## config.mk

```make
export PLATFORM = sky130hd
export DESIGN_NAME = pipe_stage_skid_reg
export DESIGN_NICKNAME = d
export VERILOG_FILES = /design/src/rtl/pipe_stage_skid_reg_pkg.sv /design/src/rtl/pipe_stage_skid_reg_sat_counter.sv /design/src/rtl/pipe_stage_skid_reg.sv
export SDC_FILE = /design/constraint.sdc
export NUM_CORES = 1
export LEC_CHECK = 0
export BUFFER_PORTS_ARGS = -buffer_cell sky130_fd_sc_hd__buf_2
export CORE_MARGIN = 4
export CORE_UTILIZATION = 54
export CTS_CLUSTER_SIZE = 25
export DETAILED_ROUTE_END_ITERATION = 12
export PLACE_DENSITY = 0.88
export SLEW_MARGIN = 15
export SYNTH_ARGS = -nofsm -noshare
export SYNTH_HDL_FRONTEND = slang
export SYNTH_SLANG_ARGS = --single-unit
```

## constraint.sdc

```tcl
create_clock -name clk -period 7 [get_ports clk]
set_input_delay 0.35 -clock clk [delete_from_list [all_inputs] [get_ports clk]]
set_output_delay 0.35 -clock clk [all_outputs]
set_load 0.02 [all_outputs]
```

## src/rtl/pipe_stage_skid_reg_pkg.sv

```systemverilog
// pipe_stage_skid_reg_pkg: default stage widths and control-field bit positions.
package pipe_stage_skid_reg_pkg;
  localparam int DEF_DATA_W  = 32;
  localparam int DEF_NREG    = 32;
  localparam int DEF_RADDR_W = $clog2(DEF_NREG);
  localparam int DEF_CTRL_W  = 2;
  localparam int CTRL_MEMTOREG = 0;
  localparam int CTRL_REGWR    = 1;
endpackage

```

## src/rtl/pipe_stage_skid_reg_sat_counter.sv

```systemverilog
// sat_counter: up counter that sticks at its all-ones value.
module sat_counter #(
  parameter int CNT_W = 16
) (
  input  logic             clk,
  input  logic             reset,
  input  logic             inc,
  output logic [CNT_W-1:0] cnt
);
  logic [CNT_W-1:0] cnt_q, cnt_d;
  always_comb cnt_d = (inc && cnt_q != '1) ? cnt_q + 1'b1 : cnt_q;
  always_ff @(posedge clk or posedge reset)
    if (reset) cnt_q <= '0;
    else cnt_q <= cnt_d;
  assign cnt = cnt_q;
endmodule

```

## src/rtl/pipe_stage_skid_reg.sv

```systemverilog
// pipe_stage_skid_reg: valid/ready stage register with one-entry skid, flush, bubble masking and perf counters.
module pipe_stage_skid_reg
  import pipe_stage_skid_reg_pkg::*;
#(
  parameter int DATA_W  = DEF_DATA_W,
  parameter int NDATA   = 2,
  parameter int CTRL_W  = DEF_CTRL_W,
  parameter int RADDR_W = DEF_RADDR_W,
  parameter int CNT_W   = 16
) (
  input  logic                    clk,
  input  logic                    reset,
  input  logic                    in_valid,
  output logic                    in_ready,
  input  logic [CTRL_W-1:0]       in_ctrl,
  input  logic [NDATA*DATA_W-1:0] in_data,
  input  logic [RADDR_W-1:0]      in_rd,
  input  logic                    flush,
  output logic                    out_valid,
  input  logic                    out_ready,
  output logic [CTRL_W-1:0]       out_ctrl,
  output logic [NDATA*DATA_W-1:0] out_data,
  output logic [RADDR_W-1:0]      out_rd,
  output logic [CNT_W-1:0]        stall_cnt,
  output logic [CNT_W-1:0]        bubble_cnt
);
  localparam int EW = CTRL_W + NDATA*DATA_W + RADDR_W;
  typedef enum logic [1:0] {EMPTY = 2'd0, ONE = 2'd1, TWO = 2'd2} state_e;
  state_e state_q, state_d;
  logic [EW-1:0] main_q, main_d, skid_q, skid_d, in_ent;
  logic [CTRL_W-1:0] main_ctrl;
  logic accept, drain;
  assign in_ent = {in_ctrl, in_data, in_rd};
  assign {main_ctrl, out_data, out_rd} = main_q;
  // in_ready comes only from the state flop so out_ready never reaches upstream combinationally
  assign in_ready  = state_q != TWO;
  assign out_valid = state_q == ONE || state_q == TWO;
  assign out_ctrl  = main_ctrl & {CTRL_W{out_valid}};
  assign accept    = in_valid & in_ready;
  assign drain     = out_valid & out_ready;
  always_comb begin
    state_d = state_q;
    main_d  = main_q;
    skid_d  = skid_q;
    if (flush) state_d = EMPTY;
    else
      case (state_q)
        EMPTY: if (accept) begin
          main_d  = in_ent;
          state_d = ONE;
        end
        ONE: begin
          main_d  = (accept && drain) ? in_ent : main_q;
          skid_d  = (accept && !drain) ? in_ent : skid_q;
          state_d = accept ? (drain ? ONE : TWO) : (drain ? EMPTY : ONE);
        end
        TWO: if (drain) begin
          main_d  = skid_q;
          state_d = ONE;
        end
        default: state_d = EMPTY;
      endcase
  end
  always_ff @(posedge clk or posedge reset)
    if (reset) begin
      state_q <= EMPTY;
      main_q  <= '0;
      skid_q  <= '0;
    end else begin
      state_q <= state_d;
      main_q  <= main_d;
      skid_q  <= skid_d;
    end
  sat_counter #(.CNT_W(CNT_W)) u_stall (
    .clk(clk), .reset(reset), .inc(out_valid & ~out_ready), .cnt(stall_cnt)
  );
  sat_counter #(.CNT_W(CNT_W)) u_bubble (
    .clk(clk), .reset(reset), .inc(out_ready & ~out_valid), .cnt(bubble_cnt)
  );
endmodule

```

# [Word level (Yosys, flattened, before mapping)]
# Cells that the tools add are included.
# W data, S select, Z words.
[op_classes] n_div=0 eq_ne=10 mux=11 reduce_logical=11 magnitude_cmp=0 bitwise=8 shifts=0 mul=0 addsub=2
[ops] operator="$mux W71" count=3
[ops] operator="$pmux W71 S3" count=1
[ops] operator="$add A16 B1 Y16 const B" count=2
[ops] operator="$ne A16 B16 Y1 const B" count=2
[ops] operator="$mux W2" count=5
[ops] operator="$ne A2 B2 Y1 const B" count=3
[ops] operator="$ne A3 B3 Y1 const B" count=2
[ops] operator="$pmux W2 S3" count=1
[ops] operator="$reduce_and A5 Y1" count=1
[ops] operator="$and A1 B1 Y1" count=4
[ops] operator="$logic_and A1 B1 Y1" count=4
[ops] operator="$not A1 Y1" count=3
[ops] operator="$reduce_and A3 Y1" count=1
[ops] operator="$reduce_bool A3 Y1" count=1
[ops] operator="$and A2 B2 Y2" count=1
[ops] operator="$eq A2 B1 Y1 const B" count=1
[ops] operator="$eq A2 B2 Y1 const B" count=1
[ops] operator="$logic_not A2 Y1" count=1
[ops] operator="$ne A2 B1 Y1 const B" count=1
[ops] operator="$reduce_and A2 Y1" count=1
[ops] operator="$logic_not A1 Y1" count=1
[ops] operator="$logic_or A1 B1 Y1" count=1
[ops] operator="$mux W1" count=1
[totals] latchBits=0 mem_bits_ro=0 input_bits=76 ff_bits=176 out_inout_bits=105 elab_cells=47 mem_bits_rw=0 n_memories=0

# [Logic depth before layout (Yosys ltp)]
# Gate-level depths: netlist (run 1).
[depth] depth_word=7 depth_mapped=10 ltp_nobuf=7

# [By module]
# A second synthesis (run 1) with hierarchy kept.
[unflattened] hier_cells=620 hier_area_um2=8759.7
[by_module_without_submodules] module="pipe_stage_skid_reg" cells_per_inst=478 seq_area_each_um2=3603.5 area_each_um2=7148.1 instances=1
[by_module_without_submodules] module="sat_counter" cells_per_inst=71 seq_area_each_um2=400.4 area_each_um2=805.8 instances=2

# [Worst setup path before layout (run 1)]
# Ideal clock, no wire load.
[synth_path] path_kind="reg2reg" from="register state_q[0]" to="register skid_q[0]" stages_incl_launch_ff=7 arrival_time_ns=1.849 setup_ns=0.125 path_slack_ns=5.026 required_ns=6.875 period_less_slack_ns=1.974 cell_sequence="dfrtp_1 > inv_1 > ha_1 > nand2_1 > nand4_1 > buf_2 > mux2_2"
[synth_between] elab_chain_len=6
[synth_rtl] item="from (decl)" line_no="pipe_stage_skid_reg.sv:29" rtl="state_e state_q, state_d;"
[synth_rtl] item="from (signal assigned)" line_no="pipe_stage_skid_reg.sv:70" rtl="state_q <= state_d;"
[synth_rtl] item="$eq A2 B1 Y1 / $eq A2 B2 Y1 (equally long branches)" line_no="pipe_stage_skid_reg.sv:37" rtl="assign out_valid = state_q == ONE || state_q == TWO;"
[synth_rtl] item="$logic_or A1 B1 Y1 *" line_no="pipe_stage_skid_reg.sv:37"
[synth_rtl] item="named net out_valid" line_no="pipe_stage_skid_reg.sv:19" rtl="output logic out_valid,"
[synth_rtl] item="$and A1 B1 Y1 *" line_no="pipe_stage_skid_reg.sv:40" rtl="assign drain = out_valid & out_ready;"
[synth_rtl] item="$logic_not A1 Y1 *" line_no="pipe_stage_skid_reg.sv:54" rtl="skid_d = (accept && !drain) ? in_ent : skid_q;"
[synth_rtl] item="$logic_and A1 B1 Y1 *" line_no="pipe_stage_skid_reg.sv:54"
[synth_rtl] item="$reduce_and A3 Y1 (no source line) *"
[synth_rtl] item="to (signal assigned)" line_no="pipe_stage_skid_reg.sv:72" rtl="skid_q <= skid_d;"
[synth_rtl] item="to (decl)" line_no="pipe_stage_skid_reg.sv:30" rtl="logic [EW-1:0] main_q, main_d, skid_q, skid_d, in_ent;"
# The timed path passes the listed nets; every way through them passes the cells marked *.
# A chain may end at the register's enable or synchronous reset.

# [Worst setup path after layout (run 1)]
[layout_path] from="register state_q[1]" to="register skid_q[62]"
[layout_between] elab_chain_len=6
[layout_rtl] item="$eq A2 B1 Y1 / $eq A2 B2 Y1 (equally long branches)" line_no="pipe_stage_skid_reg.sv:37, pipe_stage_skid_reg.sv:47"
[layout_rtl] item="$logic_or A1 B1 Y1" line_no="pipe_stage_skid_reg.sv:37"
[layout_rtl] item="$and A1 B1 Y1" line_no="pipe_stage_skid_reg.sv:40"
[layout_rtl] item="$logic_not A1 Y1" line_no="pipe_stage_skid_reg.sv:54"
[layout_rtl] item="$logic_and A1 B1 Y1" line_no="pipe_stage_skid_reg.sv:54"
[layout_rtl] item="$reduce_and A3 Y1 (no source line) *"
# Mark *: on every way between the ends. The rest lies on a longest branch, timed or not.

==> metrics.md, run 1 <==
| Metric | Value |
|---|---|
| Status | finished clean |
| Total power | 3.964 mW |
| I/O pin total | 181 |
| DRT iter0 DRCs | between 200 and 300 |
| Total grt overflow | 0 |
| FF+latch count, synth | 176 |
| CTS Buffer Depth | 2 |
| CTS Buf Count | 17 |
| Crit path max-delay family | buffers and inverters |
| Pre-Repair DR Iteration Count | 4 |
| CTS root buf | clkbuf_16 |
| Setup Crit Path Kind | register to register |
| Die Wd | about 130 um |
| Req. time, crit path | 7.30 ns |
| Post-CTS resize count | 0 |
| DP Area | roughly 8600 um^2 |
| Mapped Area | 8119 um^2 |
| Net Count, Synth | a little under 800 |
| Max Slew Vio Count | 0 |
| Crit path cell chain | inv_1 > ha_1 > nand2_1 > nand4_1 > buf_4 > mux2_2 |
| CTS tree | built |
| Post-synth ARST share | 100.0% |
| H-tree depth | 4 |
| Final period util | between 40% and 50% |
| Grt met3 use | 5.650% |
| Post-synthesis sequential area ratio | 54.25% |
| Core Util, Final | 63.47% |
| Element type at the critical path end | register |
| First-pass GRT wire length | roughly 25 mm |
| CTS Sinks | between 150 and 200 |
| Dominant synthesized flop cell | dfrtp_1 |
| Core ar. | around 15000 um^2 |
| Initial antenna violation count | 2 |
| YS warnings | 0 |
| Clk slew on worst S/H paths | 0.07 ns |
| Leak Pwr | between 4 and 5 nW |
| WL/cell | 16.13 um |
| Initial Utilization | a little under three fifths |
| Residual DRC | 0 |
| Worst-Margin Slew | between 1 and 1.5 ns |
| Via Count | between 5000 and 6000 |
| Filler Cells Inserted | 1154 |
| Grt met1 use | 22.92% |
| Final setup violation count | 0 |
| GRT met2 Usage | approximately a third |
| DP Wirelength | approximately 11 mm |
| Post-Layout Inst Area | 9295 um^2 |
| EDFF count, synth | 0 |
| Worst path arrival time | 3.29 ns |
| IO Port Bufs | 180 |
| Worst Hold Slack | between 0.1 and 0.15 ns |
| Top cells by area, synth | dfrtp_1 (54%), mux2_2 (10%), mux2i_1 (8.8%) |
| Post-CTS setup buffers | 0 |
| Clk_skew | 0.01446 ns |
| Count leader, synth | dfrtp_1 |
| Cts hold-fix bufs | 0 |
| Top cells by count, synth | dfrtp_1 (176), nand2_1 (82), mux2_2 (72), o21ai_1 (72), mux2i_1 (71) |
| Core Rows | 44 |
| Mapped Cells | slightly below 700 |
| PD cells | between 400 and 500 nW/um^2 |
| Busiest grt layer | met2 |
| Final Hold Vio Count | 0 |
| Vias per inst | around 5.3 |
| Slowest CP cell | buf_4 |
| Total track usage | about a fifth |
| Layout Area Growth over Synthesis | 14.49% |
| Rel. slew slack | 33.16% |
| DRT Wirelength | 15.94 mm |
| Fmax | 333.9 MHz |
| Worst path buffer plus inverter count | 2 |
| Crit-path max cell delay | 0.72 ns |
| Worst Path Max Fanout | 58 |
| Avg Inst Size Synth | 11.84 um^2 |
| Worst VDD drop | 0.2872 mV |
| CP Launch Type | register |
| Setup TNS | 0 ns |
| Final net count | about 900 |
| Die area | 17060 um^2 |
| RePlAce Congestion | 0.8234 |
| Post-synth top area cell | dfrtp_1 |
| Die Height | 130.6 um |
| Vias in the first global route | 5168 |
| Largest net degree at the start of global routing | 113 |
| Unique masters post-synth | 37 |
| Layout cells sized above 1 | roughly 37% |
| Antenna Nets Post-Route | 0 |
| Tightest Hold Check Type | primary input to async pin |
| Final min period | approximately 3 ns |
| Area share of the largest cell type after synthesis | between 50% and 60% |
| RSZ-0062 raised after global routing | no |
| MaxCap Viol Count | 0 |
| Inserted Diodes | 0 |
| Clk_lat worst skew | 0.42 ns |
-- flip-flops by register name, summed over array words and instances (netlist names) --
name	flops
skid_q	71
state_q	2
u_stall.cnt	16
u_bubble.cnt	16
main_q	71
-- worst register-to-register path, stage by stage, from the launching register on --
cell and delay, ns:
dfrtp_1 0.44, inv_1 0.09, ha_1 0.42, nand2_1 0.16, nand4_1 0.54, buf_4 0.73
mux2_2 0.50
-- cells by family (layout without fill, tap and decap cells) --
group / Yosys count / in the layout / share of synthesized area, %
XOR/XNOR: 31 / 31 / 3.344
buffers and inverters: 105 / 223 / 8.414
AO/OA/AOI/OAI: 79 / 79 / 5.147
multiplexers: 144 / 144 / 18.92
flip-flops: 176 / 176 / 54.25
AND/OR/NAND/NOR: 144 / 144 / 8.846
adder cells (fa/ha/maj): 7 / 7 / 1.079
-- layout make-up --
class / instances / area (um^2) / area share [%]
timing repair buffer: 185 / 958.4 / 10.31
inverter: 6 / 27.53 / 0.2961
clock inverter: 8 / 127.6 / 1.373
tap: 184 / 230.2 / 2.477
clock buffer: 24 / 491.7 / 5.290
sequential: 176 / 4404 / 47.38
multi-input combinational: 405 / 3055 / 32.87
-- placed cells by master, fill, tap and decap left out, types with 6 or more instances in the layout --
master and n:
o21ai_1 72, nand3_1 17, ha_1 6, nor2_1 6
nand4_1 11, xnor2_1 24, clkbuf_16 17, mux2_2 72
buf_2 180, nand2_1 82, mux2i_1 71, dfrtp_1 176
xor2_1 7
-- power by group --
part	switching (mW)	internal (mW)
Sequential	0.270	1.46
Combinational	0.729	0.523
Clock	0.380	0.601
-- path summary, 6_finish.rpt --
check	cells past startpoint	end	slack (ns)	start
worst max-delay path	6	skid_q[62]$_DFFE_PP0P_	4.01	state_q[1]$_DFFE_PP0P_
worst min-delay path	2	main_q[27]$_DFFE_PP0P_	0.14	reset
worst max register to register	6	skid_q[62]$_DFFE_PP0P_	4.01	state_q[1]$_DFFE_PP0P_
worst min register to register	2	main_q[70]$_DFFE_PP0P_	0.48	main_q[70]$_DFFE_PP0P_
max in group asynchronous	3	skid_q[16]$_DFFE_PP0P_	5.49	reset
min in group clk	2	state_q[0]$_DFFE_PP0P_	0.14	flush
-- stage by stage --
stage / setup slack [ns] / cells
after floorplan: 1.876 / 686
after global placement: 3.900 / 955
after detailed placement: 3.791 / 955
after CTS: 3.778 / 987
after global routing: 3.753 / 988
final: 4.005 / 988
-- per-layer routing --
metal / share of wire [%] / wire (um)
met1: 42 / 6623
met2: 50 / 8012
met3: 7.1 / 1125
met4: 1.0 / 163
met5: 0.082 / 13
(Power assumes the default switching activity.)
==> inputs of run 2 (changes only) <==
==> constraint.sdc (replaced) <==
create_clock -name clk -period 2.9 [get_ports clk]
set_input_delay 0.145 -clock clk [delete_from_list [all_inputs] [get_ports clk]]
set_output_delay 0.145 -clock clk [all_outputs]
set_load 0.02 [all_outputs]
==> metrics.md, run 2 (synthesis gave the netlist of run 1 again) <==
| Metric | Value |
|---|---|
| Largest net degree at the start of global routing | 119 (+5.3%) |
| Clk_skew | 0.01029 ns (-0.004170 ns) |
| Req. time, crit path | 3.18 ns (-4.12 ns) |
| Vias in the first global route | 5672 (+9.8%) |
| CTS tree | built |
| CTS Sinks | 176 (unchanged) |
| I/O pin total | 181 (unchanged) |
| Post-CTS resize count | 0 (unchanged) |
| Setup Crit Path Kind | register to register |
| MaxCap Viol Count | 0 (unchanged) |
| Via Count | 5594 (+7.0%) |
| Final period util | 75.56% (+33 points) |
| Filler Cells Inserted | 1034 (-10%) |
| Final setup violation count | 0 (unchanged) |
| Crit path max-delay family | flip-flops |
| First-pass GRT wire length | 28.32 mm (+12%) |
| Initial Utilization | 55.44% (unchanged) |
| Clk_lat worst skew | 0.42 ns (about the same) |
| RSZ-0062 raised after global routing | no |
| DP Wirelength | 10.73 mm (-0.27%) |
| Placed Instances | 959 (+0.42%) |
| H-tree depth | 4 (unchanged) |
| Worst VDD drop | 0.6653 mV (+130%) |
| Reg area | 4404 um^2 (unchanged) |
| RePlAce Congestion | 0.8190 (-0.53%) |
| Commonest non-fill, non-tap cell in the layout | buf_2 |
| Layout Area Growth over Synthesis | 23.61% |
| Final net count | 950 (+8.7%) |
| GRT met2 Usage | 36.18% (+3.5 points) |
| Crit path cell chain | inv_1 > ha_1 > nand2_1 > o21ai_1 > o2111ai_4 > buf_12 > nand2_1 > o21ai_1 |
| CP Launch Type | register |
| DRT iter0 DRCs | 292 (+16%) |
| Finished Layout Cells | 1066 (+7.9%) |
| Die area | 17060 um^2 (unchanged) |
| Tightest Hold Check Type | primary input to async pin |
| Final min period | 2.191 ns (-0.8036 ns) |
| Total track usage | 21.17% (+2.3 points) |
| Fmax | 456.4 MHz (+37%) |
| Die Wd | 130.6 um (unchanged) |
| Largest regs | main_q: 71 flops, skid_q: 71 flops |
| Final Hold Vio Count | 0 (unchanged) |
| Worst-Margin Slew | 0.5320 ns (-0.4706 ns) |
| Element type at the critical path end | register |
| Crit-path max cell delay | 0.44 ns (-0.28 ns) |
| Pre-Repair DR Iteration Count | 6 (+2) |
| Post-CTS setup buffers | 0 (unchanged) |
| Worst path buffer plus inverter count | 2 (unchanged) |
| PD cells | 947.8 nW/um^2 (+120%) |
| Grt met3 use | 5.772% (+0.12 points) |
| Multi-input logic area | 3055 um^2 (unchanged) |
| Rel. slew slack | 64.53% (+31 points) |
| Busiest grt layer | met2 |
| Initial antenna violation count | 1 (-1) |
| Antenna Nets Post-Route | 0 (unchanged) |
| Vias per inst | 5.248 (-0.83%) |
| Core Rows | 44 (unchanged) |
| Die Height | 130.6 um (unchanged) |
| Max Slew Vio Count | 0 (unchanged) |
| Leak Pwr | 4.684 nW (+7.0%) |
| Grt met1 use | 26.11% (+3.2 points) |
| WL/cell | 16.52 um (+2.4%) |
| Clk slew on worst S/H paths | 0.07 ns (about the same) |
| Layout cells sized above 1 | 34.43% (-2.9 points) |
| Cts hold-fix bufs | 73 (+73) |
| CTS Buf Count | 17 (unchanged) |
| Worst path arrival time | 2.48 ns (-0.81 ns) |
| Total grt overflow | 0 (unchanged) |
| Most frequent cells in the layout | buf_2 (180), dfrtp_1 (176), nand2_1 (82) |
| Residual DRC | 0 (unchanged) |
| CTS root buf | clkbuf_16 |
| Status | finished clean |
| Slowest CP cell | dfrtp_1 |
| Worst Path Max Fanout | 118 (+100%) |
| DRT Wirelength | 17.61 mm (+10%) |
| Core ar. | 14640 um^2 (unchanged) |
| IO Port Bufs | 180 (unchanged) |
| Setup TNS | 0 ns (unchanged) |
| CTS Buffer Depth | 2 (unchanged) |
[run 2: changes by cell type in the layout (fill, tap and decap cells not counted)]
cell and change:
buf_4 -1, clkinv_4 -1, clkbuf_8 -1, buf_16 -1, buf_12 +5, diode_2 +2, bufinv_16 -2, clkinvlp_4 +1
dlygate4sd3_1 +73, clkinv_2 +3
[run 2: tightest hold or removal path, delay by kind of cell]
kind | cells | cell delay (ns)
buffers and inverters | 3 | 0.79
[run 2: report_power, final]
| part | switching [mW] | leakage, nW | internal (mW) | total, mW |
|---|---|---|---|---|
| combinational | 1.82 | 2.23 | 1.33 | 3.15 |
| clock | 0.928 | 0.273 | 1.25 | 2.18 |
| sequential | 0.660 | 2.19 | 3.53 | 4.19 |
| total | 3.40 | 4.68 | 6.11 | 9.51 |
[run 2: path summary, 6_finish.rpt]
| check | endpoint | start | cells past startpoint | slack [ns] |
|---|---|---|---|---|
| setup / recovery | main_q[65]$_DFFE_PP0P_ | state_q[1]$_DFFE_PP0P_ | 8 | 0.71 |
| hold / removal | main_q[67]$_DFFE_PP0P_ | reset | 3 | 0.18 |
| setup reg to reg | main_q[65]$_DFFE_PP0P_ | state_q[1]$_DFFE_PP0P_ | 8 | 0.71 |
| hold reg to reg | main_q[32]$_DFFE_PP0P_ | main_q[32]$_DFFE_PP0P_ | 2 | 0.48 |
| max in group asynchronous | main_q[20]$_DFFE_PP0P_ | reset | 4 | 2.08 |
| min in group clk | state_q[0]$_DFFE_PP0P_ | in_valid | 6 | 0.37 |
[run 2: area by class of cell]
class	count	area share (%)
Inverter	6	0.2618
Timing Repair Buffer	261	17.48
Clock buffer	23	4.762
Clock inverter	9	0.8228
Antenna cell	2	0.04987
Sequential cell	176	43.88
Tap cell	184	2.294
Multi-Input combinational cell	405	30.45
[run 2: per-stage QoR]
step | power, mW | hold WS (ns) | setup slack, ns | utilization, % | instance area, um^2
2_1_floorplan | 6.854 | 0.2081 | 0.5024 | - | 8123
3_3_place_gp | 7.109 | 0.04687 | 0.8525 | 59.68 | 8740
3_5_place_dp | 7.270 | 0.04961 | 0.7307 | 59.68 | 8740
4_1_cts | 9.551 | 0.1567 | 0.7328 | 68.50 | 10030
5_1_grt | 10.09 | 0.1680 | 0.5635 | 68.52 | 10030
6_report | 9.512 | 0.1794 | 0.7088 | 68.53 | 10040
[run 2: routing by layer]
metal,routed length [um],share of wire [%],vias to the layer above
li1,-,-,2664
met4,400,2.3,0
met5,0,0,-
met2,8984,51,161
met3,947,5.4,31
met1,7278,41,2738
==> inputs of run 3 (changes only) <==
--- a/config.mk
+++ b/config.mk
@@ -7,10 +7,10 @@
 export LEC_CHECK = 0
 export BUFFER_PORTS_ARGS = -buffer_cell sky130_fd_sc_hd__buf_2
 export CORE_MARGIN = 4
-export CORE_UTILIZATION = 54
+export CORE_UTILIZATION = 49
 export CTS_CLUSTER_SIZE = 25
 export DETAILED_ROUTE_END_ITERATION = 12
-export PLACE_DENSITY = 0.88
+export PLACE_DENSITY = 0.84
 export SLEW_MARGIN = 15
 export SYNTH_ARGS = -nofsm -noshare
 export SYNTH_HDL_FRONTEND = slang
==> constraint.sdc (replaced) <==
create_clock -name clk -period 1.9 [get_ports clk]
set_input_delay 0.095 -clock clk [delete_from_list [all_inputs] [get_ports clk]]
set_output_delay 0.095 -clock clk [all_outputs]
set_load 0.02 [all_outputs]
==> metrics.md, run 3 (synthesis gave the netlist of run 1 again) <==
| Metric | Value |
|---|---|
| RePlAce Congestion | 0.7539 (-7.9%) |
| R2R Path Start | state_q[0]$_DFFE_PP0P_ |
| CTS tree | built |
| Dpl ws | -0.05706 ns (-0.7878 ns) |
| DP Wirelength | 11.26 mm (+4.9%) |
| Largest regs | main_q: 71 flops, skid_q: 71 flops |
| Filler Cells Inserted | 1138 (+10%) |
| Final period util | 97.08% (+22 points) |
| Element type at the critical path end | register |
| Vias in the first global route | 5797 (+2.2%) |
| MaxCap Viol Count | 0 (unchanged) |
| Placed Instances | 1003 (+4.6%) |
| Setup Crit Path Kind | register to register |
| PD cells | 1451 nW/um^2 (+53%) |
| Final setup violation count | 0 (unchanged) |
| Worst path arrival time | 2.15 ns (-0.33 ns) |
| CP Launch Type | register |
| Final net count | 974 (+2.5%) |
| Clk slew on worst S/H paths | 0.07 ns (about the same) |
| Residual DRC | 0 (unchanged) |
| Total track usage | 19.10% (-2.1 points) |
| Fmax | 542.2 MHz (+19%) |
| CTS Buffer Depth | 2 (unchanged) |
| Core Rows | 46 (+4.5%) |
| Leak Pwr | 4.907 nW (+4.8%) |
| Die Wd | 136.7 um (+4.7%) |
| Initial Utilization | 50.56% (-4.9 points) |
| Via Count | 5778 (+3.3%) |
| Final min period | 1.844 ns (-0.3468 ns) |
| Commonest non-fill, non-tap cell in the layout | buf_2 |
| CTS Buf Count | 17 (unchanged) |
| PnR worst setup slack | 0.05554 ns (-0.6532 ns) |
| Largest net degree at the start of global routing | 75 (-37%) |
| Inserted Diodes | 0 (-2) |
| DRT Wirelength | 18.85 mm (+7.1%) |
| Final Hold Vio Count | 0 (unchanged) |
| Clk_skew | 0.006806 ns (-0.003487 ns) |
| Layout Area Growth over Synthesis | 29.42% |
| Die Height | 136.7 um (+4.7%) |
| Tightest Hold Check Type | primary input to async pin |
| Vias per inst | 5.159 (-1.7%) |
| I/O pin total | 181 (unchanged) |
| CTS Sinks | 176 (unchanged) |
| RSZ-0062 raised after global routing | yes |
| Worst Path Max Fanout | 30 (-75%) |
| Most frequent cells in the layout | buf_2 (180), dfrtp_1 (176), nand2_1 (80) |
| Finished Layout Cells | 1120 (+5.1%) |
| Total grt overflow | 0 (unchanged) |
| H-tree depth | 4 (unchanged) |
| CTS root buf | clkbuf_16 |
| Antenna Nets Post-Route | 0 (unchanged) |
| Layout cells sized above 1 | 37.61% (+3.2 points) |
| Initial antenna violation count | 0 (-1) |
| DRT iter0 DRCs | 274 (-6.2%) |
| IO Port Bufs | 180 (unchanged) |
| Max Slew Vio Count | 0 (unchanged) |
| Req. time, crit path | 2.20 ns (-0.98 ns) |
| RR Endpoint | skid_q[47]$_DFFE_PP0P_ |
| R2R cell count | 7 (-1) |
| Die area | 18690 um^2 (+9.6%) |
| Pre-Repair DR Iteration Count | 6 (unchanged) |
| Clk_lat worst skew | 0.42 ns (about the same) |
| R2r setup slk | 0.06 ns (-0.65 ns) |
| Core ar. | 16060 um^2 (+9.7%) |
| Status | finished clean |
| WL/cell | 16.83 um (+1.9%) |
| Rel. slew slack | 66.50% (+2.0 points) |
| First-pass GRT wire length | 28.28 mm (-0.17%) |
| Worst-Margin Slew | 0.5025 ns (-0.02953 ns) |
| Worst VDD drop | 0.8998 mV (+35%) |
-- run 3: per-stage QoR --
| step | TNS (ns) | utilization [%] | hold WS [ns] | instance area [um^2] | power [mW] |
|---|---|---|---|---|---|
| after floorplan | -78.78 | - | 0.1581 | 8160 | 10.49 |
| after CTS | 0 | 64.01 | 0.2558 | 10280 | 15.03 |
| final | 0 | 65.44 | 0.2727 | 10510 | 15.25 |
| after global routing | -0.4000 | 65.44 | 0.2893 | 10510 | 16.13 |
| after global placement | 0 | 55.47 | 0.1557 | 8907 | 10.95 |
| after detailed placement | -0.1392 | 55.47 | 0.1490 | 8907 | 11.20 |
-- run 3: final cells by class --
class                           count  area, um^2  area share, %
Tap cell                          216       270.3          2.572
Sequential cell                   176        4404          41.91
Inverter                            6       26.28         0.2501
Clock inverter                      8       125.1          1.191
Multi-Input combinational cell    405        3120          29.70
Timing Repair Buffer              285        2059          19.60
Clock buffer                       24       501.7          4.775
-- run 3: worst max path at each step --
stage | depth (start not counted) | slack (ns) | from | endpoint
2_1_floorplan | 1 | -0.45 | reset | main_q[0]$_DFFE_PP0P_
3_3_place_gp | 7 | 0.001 | state_q[0]$_DFFE_PP0P_ | u_bubble.cnt[15]$_DFFE_PP0P_
3_5_place_dp | 7 | -0.06 | state_q[0]$_DFFE_PP0P_ | u_bubble.cnt[9]$_DFFE_PP0P_
4_1_cts | 8 | 0.00002 | state_q[1]$_DFFE_PP0P_ | main_q[35]$_DFFE_PP0P_
5_1_grt | 7 | -0.02 | state_q[0]$_DFFE_PP0P_ | skid_q[47]$_DFFE_PP0P_
6_report | 7 | 0.06 | state_q[0]$_DFFE_PP0P_ | skid_q[47]$_DFFE_PP0P_
-- run 3: critical path, stage by stage (launching register included) --
cell and delay (ns):
dfrtp_1 0.40, buf_4 0.15, ha_1 0.22, nor2b_1 0.14
nand4_1 0.10, buf_6 0.13, buf_12 0.20, mux2_2 0.37
-- run 3: per-layer routing --
metal  global-route usage (%)  share of wire [%]
met5                        0                  0
met4                    5.095                1.0
met3                    5.037                5.5
met2                    33.38                 50
met1                    23.45                 43
-- run 3: where the power goes --
part           internal [mW]  total, mW  switching, mW
Combinational           2.28       5.19           2.91
Clock                   2.25       3.66           1.41
Sequential              5.38       6.40           1.02
-- run 3: what timing repair did --
item	4_1_cts	5_1_grt
hold buffers	73	0
cloned	0	6
pin swaps	1	4
hold endpoints to repair	157	0
endpoints found under the setup margin	28	154
resized for setup	1	18
setup buffers	1	5
